<file path="src/rtl/cfg_req_pkg.sv">
// Shared types and codes for the user configuration-space requester.
// Status codes here are the values reported on resp_err.
package cfg_req_pkg;

  typedef enum logic [1:0] {
    IDLE = 2'd0,
    ADDR = 2'd1,
    DATA = 2'd2,
    DONE = 2'd3
  } state_t;

  localparam logic [1:0] ERR_OK      = 2'b00;
  localparam logic [1:0] ERR_TIMEOUT = 2'b01;
  localparam logic [1:0] ERR_RETRY   = 2'b10;

  // User configuration registers start at this dword (byte address 0x80).
  localparam logic [5:0] USER_CFG_DW = 6'h20;

  function automatic logic [31:0] cfg_dw_to_byte(input logic [5:0] dw);
    return {24'h0, dw, 2'b00};
  endfunction

endpackage

</file>
<file path="src/rtl/cfg_req_gen.sv">
// Turns one read/write command into an address phase plus data phase toward a user config responder.
// Zero-wait responder: accept T, resp_valid T+4; req_ready is high only in IDLE, so commands are held off while busy.
module cfg_req_gen
  import cfg_req_pkg::*;
#(
  parameter int TIMEOUT   = 16,
  parameter int MAX_RETRY = 3
) (
  input  logic        CLK,
  input  logic        RST_I,
  input  logic        req_valid,
  output logic        req_ready,
  input  logic        req_wr,
  input  logic [31:0] req_addr,
  input  logic [31:0] req_wdata,
  output logic        resp_valid,
  output logic [31:0] resp_rdata,
  output logic [1:0]  resp_err,
  output logic        cfg_hit,
  output logic        cfg_vld,
  output logic        s_wrdn,
  output logic        s_data,
  output logic        s_data_vld,
  output logic [31:0] addr,
  output logic [31:0] adio_out,
  input  logic [31:0] adio_in,
  input  logic        c_ready,
  input  logic        c_term
);

  localparam int TW = $clog2(TIMEOUT + 1);
  localparam int RW = (MAX_RETRY > 0) ? $clog2(MAX_RETRY + 1) : 1;
  localparam logic [TW-1:0] TMO_LAST = TW'(TIMEOUT - 1);
  localparam logic [RW-1:0] RTY_LAST = RW'(MAX_RETRY);

  state_t          r_state;
  logic            r_wr;
  logic [31:0]     r_addr;
  logic [31:0]     r_wdata;
  logic [31:0]     r_rdata;
  logic [1:0]      r_err;
  logic [TW-1:0]   r_tmo_cnt;
  logic [RW-1:0]   r_rty_cnt;

  state_t          w_state_nxt;
  logic [1:0]      w_err_nxt;
  logic [31:0]     w_rdata_nxt;
  logic [TW-1:0]   w_tmo_nxt;
  logic [RW-1:0]   w_rty_nxt;
  logic            w_accept;

  assign req_ready = (r_state == IDLE) && !RST_I;
  assign w_accept  = req_valid && req_ready;
  assign addr      = r_addr;

  always_ff @(posedge CLK) begin
    if (RST_I) begin
      r_state   <= IDLE;
      r_wr      <= 1'b0;
      r_addr    <= '0;
      r_wdata   <= '0;
      r_rdata   <= '0;
      r_err     <= ERR_OK;
      r_tmo_cnt <= '0;
      r_rty_cnt <= '0;
    end else begin
      r_state   <= w_state_nxt;
      r_err     <= w_err_nxt;
      r_rdata   <= w_rdata_nxt;
      r_tmo_cnt <= w_tmo_nxt;
      r_rty_cnt <= w_rty_nxt;
      if (w_accept) begin
        r_wr    <= req_wr;
        r_addr  <= req_addr;
        r_wdata <= req_wdata;
      end
    end
  end

  // Termination priority within DATA: success, then retry, then timeout.
  always_comb begin
    w_state_nxt = r_state;
    w_err_nxt   = r_err;
    w_rdata_nxt = r_rdata;
    w_tmo_nxt   = r_tmo_cnt;
    w_rty_nxt   = r_rty_cnt;
    unique case (r_state)
      IDLE: begin
        if (w_accept) begin
          w_rty_nxt   = '0;
          w_err_nxt   = ERR_OK;
          w_rdata_nxt = '0;
          w_state_nxt = ADDR;
        end
      end
      ADDR: begin
        w_tmo_nxt   = '0;
        w_state_nxt = DATA;
      end
      DATA: begin
        if (c_ready && c_term) begin
          w_err_nxt = ERR_OK;
          if (!r_wr) begin
            w_rdata_nxt = adio_in;
          end
          w_state_nxt = DONE;
        end else if (c_term) begin
          if (r_rty_cnt == RTY_LAST) begin
            w_err_nxt   = ERR_RETRY;
            w_state_nxt = DONE;
          end else begin
            w_rty_nxt   = r_rty_cnt + 1'b1;
            w_state_nxt = ADDR;
          end
        end else if (r_tmo_cnt == TMO_LAST) begin
          w_err_nxt   = ERR_TIMEOUT;
          w_state_nxt = DONE;
        end else begin
          w_tmo_nxt = r_tmo_cnt + 1'b1;
        end
      end
      DONE: begin
        w_state_nxt = IDLE;
      end
      default: begin
        w_state_nxt = IDLE;
      end
    endcase
  end

  // DONE drops s_data so the responder can release its access flags.
  always_comb begin
    cfg_hit    = 1'b0;
    cfg_vld    = 1'b0;
    s_wrdn     = 1'b0;
    s_data     = 1'b0;
    s_data_vld = 1'b0;
    adio_out   = '0;
    resp_valid = 1'b0;
    resp_rdata = '0;
    resp_err   = ERR_OK;
    unique case (r_state)
      ADDR: begin
        cfg_hit = 1'b1;
        cfg_vld = 1'b1;
        s_wrdn  = r_wr;
      end
      DATA: begin
        s_data     = 1'b1;
        s_wrdn     = r_wr;
        s_data_vld = r_wr;
        adio_out   = r_wr ? r_wdata : '0;
      end
      DONE: begin
        resp_valid = 1'b1;
        resp_err   = r_err;
        resp_rdata = (!r_wr && (r_err == ERR_OK)) ? r_rdata : '0;
      end
      default: begin
      end
    endcase
  end

endmodule

</file>
<file path="config.mk">
export PLATFORM = sky130hd
export DESIGN_NAME = cfg_req_gen
export DESIGN_NICKNAME = d
export VERILOG_FILES = /design/src/rtl/cfg_req_pkg.sv /design/src/rtl/cfg_req_gen.sv
export SDC_FILE = /design/constraint.sdc
export NUM_CORES = 1
export LEC_CHECK = 0
export CAP_MARGIN = 0
export CORE_ASPECT_RATIO = 2
export CORE_MARGIN = 2
export CORE_UTILIZATION = 42
export DETAILED_ROUTE_END_ITERATION = 8
export PLACE_DENSITY = 0.92
export SLEW_MARGIN = 10
export SYNTH_ARGS = -nofsm -noshare
export SYNTH_HDL_FRONTEND = slang
export SYNTH_SLANG_ARGS = --single-unit
</file>
<file path="constraint.sdc">
create_clock -name CLK -period 2 [get_ports CLK]
set_input_delay 0.4 -clock CLK [delete_from_list [all_inputs] [get_ports CLK]]
set_output_delay 0.4 -clock CLK [all_outputs]
set_load 0.005 [all_outputs]
</file>
# Yosys cells after proc, flatten, opt, wreduce, memory -nomap -nowiden
# Index checks and enable logic that the tools add are counted.
# Widths: inputs -> output; s select.
# classes
n_addsub	2
multipliers	0
div	0
order_cmp	0
eq_ne	15
shifts	0
mux	34
bitwise_logic	0
n_reduce_logical	16
# op_table
operator	count
$mux 32	7
$pmux 32 s2	1
$mux 2	14
$ne 2x2->1 const B	8
$mux 5	3
$reduce_and 4->1	3
$pmux 5 s2	1
$ne 4x4->1 const B	2
$pmux 2 s2	2
$pmux 2 s4	1
$eq 2x2->1 const B	3
$add 5x1->5 const B	1
$eq 5x4->1 const B	1
$mux 1	5
$reduce_and 5->1	1
$logic_and 1x1->1	4
$logic_not 2->1	2
$reduce_bool 2->1	2
$add 2x1->2 const B	1
$eq 2x1->1 const B	1
$logic_not 1->1	2
$reduce_and 2->1	1
$reduce_or 2->1	1
# word_totals
ff_bits	108
latch_bits	0
ram_bits	0
romBits	0
input_bits	102
out_inout_bits	105
memories	0

# Logic depth before layout (Yosys ltp)
# logic_depth
ltp_word	5
mapped_depth	8
ltp_nobuf	7

# Least setup slack after synthesis
# OpenSTA, ideal clock, no wires.
# synth_timing
kind	reg2reg
startpoint	register r_tmo_cnt[0]
endpoint	register r_err[0]
arrival_ns	1.634
required_ns	1.885
slack_ns	0.251
path_stages_with_launch	8
path_buffers	0
synth_period_minus_slack_ns	1.749
path_cell_list	dfxtp_1 ha_1 and3_1 ha_1 nor3b_2 a21oi_1 and4b_1 o21ba_2
# synth_via
elab_chain_len	3
# synth_lines
item	line_no	source
start, declared	cfg_req_gen.sv:42	logic [TW-1:0] r_tmo_cnt;
start signal, assigned	cfg_req_gen.sv:70	r_tmo_cnt <= w_tmo_nxt;
$eq 5x4->1	cfg_req_gen.sv:115	end else if (r_tmo_cnt == TMO_LAST) begin
$ne 4x4->1 (no source line)	--	
$reduce_and 4->1 (no source line)	--	
end signal, assigned	cfg_req_gen.sv:68	r_err <= w_err_nxt;
end, declared	cfg_req_gen.sv:41	logic [1:0] r_err;
# Every way passes these cells.
# A chain may end at the register's enable or synchronous reset.

# Worst setup path after layout
# layout_timing
startpoint	register r_state[1]
endpoint	output port resp_rdata[16]
# layout_via
elab_chain_len	2
# layout_lines
item	line_no	source
start, declared	cfg_req_gen.sv:36	state_t r_state;
start signal, assigned	cfg_req_gen.sv:67	r_state <= w_state_nxt;
$eq 2x2->1	cfg_req_gen.sv:142	unique case (r_state)
$mux 32	cfg_req_gen.sv:142	
end, declared	cfg_req_gen.sv:17	output logic [31:0] resp_rdata,
# Every way passes these cells.

==> summary.md <==
| Metric | Value |
|---|---|
| Post-synth net total | 622 |
| H-tree levels | 3 |
| Sink Count | 108 |
| Post-Syn Instances | 512 |
| Final Core Density | 72.0% |
| Worst-Margin Slew | 0.463 ns |
| Setup TNS | -7.21 ns |
| Crit path top cell by count | buf_6 |
| Synth Area per Inst | 8.98 um2 |
| Period utilization | 111% |
| Largest vdd supply drop | 0.635 mV |
| Post-synth design cell area | 4600 um2 |
| Initial drt markers | 208 |
| Lkg Pwr | 3.24 nW |
| Fin crit period | 2.23 ns |
| Routed Antenna Nets | 0 |
| Reg2Reg Depth | 12 |
| Starting Density | 42.5% |
| CTS tree | done |
| Overall power | 0.00610 W |
| Vias/cell | 5.19 |
| Grt ovf | 0 |
| Flop and latch count out of synthesis | 108 |
| Failing checks | negative setup slack |
| Drc violations | 0 |
| Rel. slew slack | 69.1% |
| Met2 usage | 47.5% |
| Crit Path Max Fanout | 4 |
| Final setup fails | 100 |
| Worst setup EP type | output pin |
| Total core area | 10800 um2 |
| Met3 Use GR | 6.53% |
| Final Hold Vio Count | 0 |
| Final Wtd Congestion | 0.788 |
| Die area | 11900 um2 |
| Die X | 78.0 um |
| Layout Nets | 866 |
| Worst Clk Skew | 0.00794 ns |
| Syn-to-layout area delta | 69.4% |
| CP max stage delay | 0.34 ns |
| Seq/Total Area, Yosys | 47.0% |
| Crit path DAT | 1.83 ns |
| Syn. warnings | 0 |
| Min Hold Slack | 0.428 ns |
| CP cell instances | buf_6, ha_4, nor4b_4, buf_6, buf_16, buf_6, buf_6, and2_4, buf_6 |
| Worst hold path type | in -> reg |
| Slowest stage cell, crit path | dfxtp_2 |
| Clock transition at path regs | 0.08 ns |
| Busiest layer in global routing | met2 |
| Root Buffer | clkbuf_16 |
| Met1 Use GR | 25.4% |
| # port buffers | 206 |
| Pins Over Slew Limit | 0 |
| CTS Buf Count | 9 |
| Setup ws final | -0.230 ns |
| Clock buffer depth | 2 |
| Die Y | 152 um |
| Initial antenna violation count | 0 |
| I/O pin count | 207 |
| DR WL/cell | 18.1 um |
| RSZ-0062 raised after global routing | yes |
| Fmax achieved | 0.449 GHz |
| Diodes inserted | 0 |
| Max cap viols | 0 |
| Worst setup SP type | flop |
| Worst skew pair latency | 0.35 ns |
| Vias in the first global route | 4748 |
| Pre-CTS WS | -0.362 ns |
| Synth cell types | 39 |
| Vias | 4680 |
| Routed wire length | 16300 um |
| Largest net degree at the start of global routing | 83 |
| Run status | complete, but fails checks |
| Share of cells above drive strength 1 | 29.4% |
| Total track usage | 25.6% |
| Row count | 54 |
| Power Density | 783 nW/um2 |
| Pre-antenna DRT Iters | 4 |
| Critical path type | reg -> out |
| Hold Path Stages | 2 |
| First-pass GRT wire length | 24200 um |
| Hpwl dp | 9900 um |
| Worst EP required | 1.60 ns |
report_power, final:
group | internal [W] | total [W] | switching (W)
Sequential | 0.00237 | 0.00251 | 0.000138
Combinational | 0.000973 | 0.00180 | 0.000826
Clock | 0.000894 | 0.00179 | 0.000894
Total | 0.00424 | 0.00610 | 0.00186
final timing paths:
check                     startpoint                         to  slack, ns
min reg2reg    addr[27]$_SDFFE_PP0P_      addr[27]$_SDFFE_PP0P_       0.47
max reg2reg  r_state[1]$_SDFFE_PP0P_      r_err[1]$_SDFFE_PP0P_      -0.12
min                            RST_I  r_rty_cnt[1]$_SDFFE_PP0P_       0.43
max          r_state[1]$_SDFFE_PP0P_             resp_rdata[16]      -0.23
state kept, by name, summed over array words and instances (netlist names):
| name | cells |
|---|---|
| r_wr | 1 |
| r_rdata | 32 |
| addr | 32 |
| r_state | 2 |
| r_err | 2 |
| r_wdata | 32 |
| r_rty_cnt | 2 |
| r_tmo_cnt | 5 |
cell usage in the layout (no fill, tap or decap), types with 3 or more instances in the layout:
| cell type | count |
|---|---|
| o21ai_1 | 3 |
| buf_4 | 34 |
| clkbuf_2 | 19 |
| clkdlybuf4s15_1 | 3 |
| clkinv_8 | 3 |
| and3_1 | 19 |
| and2_1 | 4 |
| and3_4 | 14 |
| o21ai_0 | 65 |
| ha_4 | 4 |
| a21oi_2 | 3 |
| nor2_1 | 3 |
| buf_2 | 7 |
| a21oi_1 | 5 |
| dfxtp_1 | 106 |
| buf_12 | 4 |
| a22o_1 | 32 |
| nor2b_1 | 4 |
| buf_6 | 65 |
| nand2_1 | 67 |
| clkdlybuf4s50_1 | 132 |
| inv_6 | 3 |
| nand2b_1 | 69 |
| clkbuf_16 | 9 |
| nand3_1 | 3 |
| nor3_1 | 4 |
| ha_1 | 4 |
| nor2_4 | 3 |
| and2_4 | 34 |
| buf_8 | 5 |
synthesized netlist by cell type (all sizes together):
| cell type | count | area (um2) |
|---|---|---|
| nand4 | 1 | 6.26 |
| nand4b | 2 | 17.5 |
| a22o | 32 | 280 |
| nor2b | 5 | 31.3 |
| a31oi | 1 | 6.26 |
| a21oi | 8 | 40.0 |
| a21boi | 1 | 7.51 |
| dfxtp | 108 | 2160 |
| o21ai | 68 | 340 |
| nand3 | 3 | 15.0 |
| clkbuf | 23 | 90.1 |
| nand2b | 70 | 445 |
| and3 | 33 | 206 |
| nor2 | 5 | 21.3 |
| ha | 8 | 100 |
| nor3b | 3 | 32.5 |
| nor3 | 5 | 36.3 |
| inv | 3 | 11.3 |
| nand2 | 67 | 251 |
| o31ai | 1 | 7.51 |
| buf | 18 | 156 |
| a31o | 1 | 8.76 |
| nor4bb | 1 | 10.0 |
| and2 | 38 | 240 |
| xor2 | 2 | 17.5 |
| nor4b | 1 | 15.0 |
| o21ba | 1 | 10.0 |
| a22oi | 1 | 12.5 |
| and4b | 1 | 10.0 |
| or3b | 1 | 8.76 |
critical path: cells and delay by family, from the launching register on:
kind | cells | cell delay (ns)
DFF | 1 | 0.34
adders and majority gates | 1 | 0.12
and+or+nand+nor | 2 | 0.37
buffers and inverters | 6 | 0.64
layer usage:
| metal | up-vias | share of wire [%] |
|---|---|---|
| met2 | 234 | 54 |
| li1 | 2213 | - |
| met4 | 0 | 5.5 |
| met5 | - | 0 |
| met1 | 2175 | 34 |
| met3 | 58 | 6.5 |
cell type report:
cell class                      instances  area (um2)
Sequential cell                       108        2170
Clock inverter                          7        83.8
Tap cell                              140         175
Multi-Input combinational cell        361        2440
Clock buffer                            9         225
Inverter                                3        13.8
Timing Repair Buffer                  273        2680
Fill cell                             749        3020
through the flow:
stage / cells / cell area, um2
3_5_place_dp: 843 / 6840
3_3_place_gp: 843 / 6840
6_report: 901 / 7790
5_1_grt: 901 / 7790
4_1_cts: 891 / 7570
2_1_floorplan: 512 / 4600
cell families (layout without fill, tap and decap cells):
group / after synthesis / count (layout) / synth area share (%)
xor gates and xnor gates: 2 / 2 / 0.381
and+or+nand+nor: 236 / 237 / 29.3
adders and majority gates: 8 / 8 / 2.18
AOI/OAI and AO/OA: 114 / 114 / 15.5
DFF: 108 / 108 / 47.0
buffers and inverters: 44 / 292 / 5.61
what timing repair did:
item,4_1_cts,5_1_grt
gates cloned,5,1
hold buffers,0,0
pin swaps,32,26
endpoints found under the setup margin,104,103
buffers inserted,27,16
gates resized for setup,298,107
No activity file was read; power rests on OpenSTA's default activity.
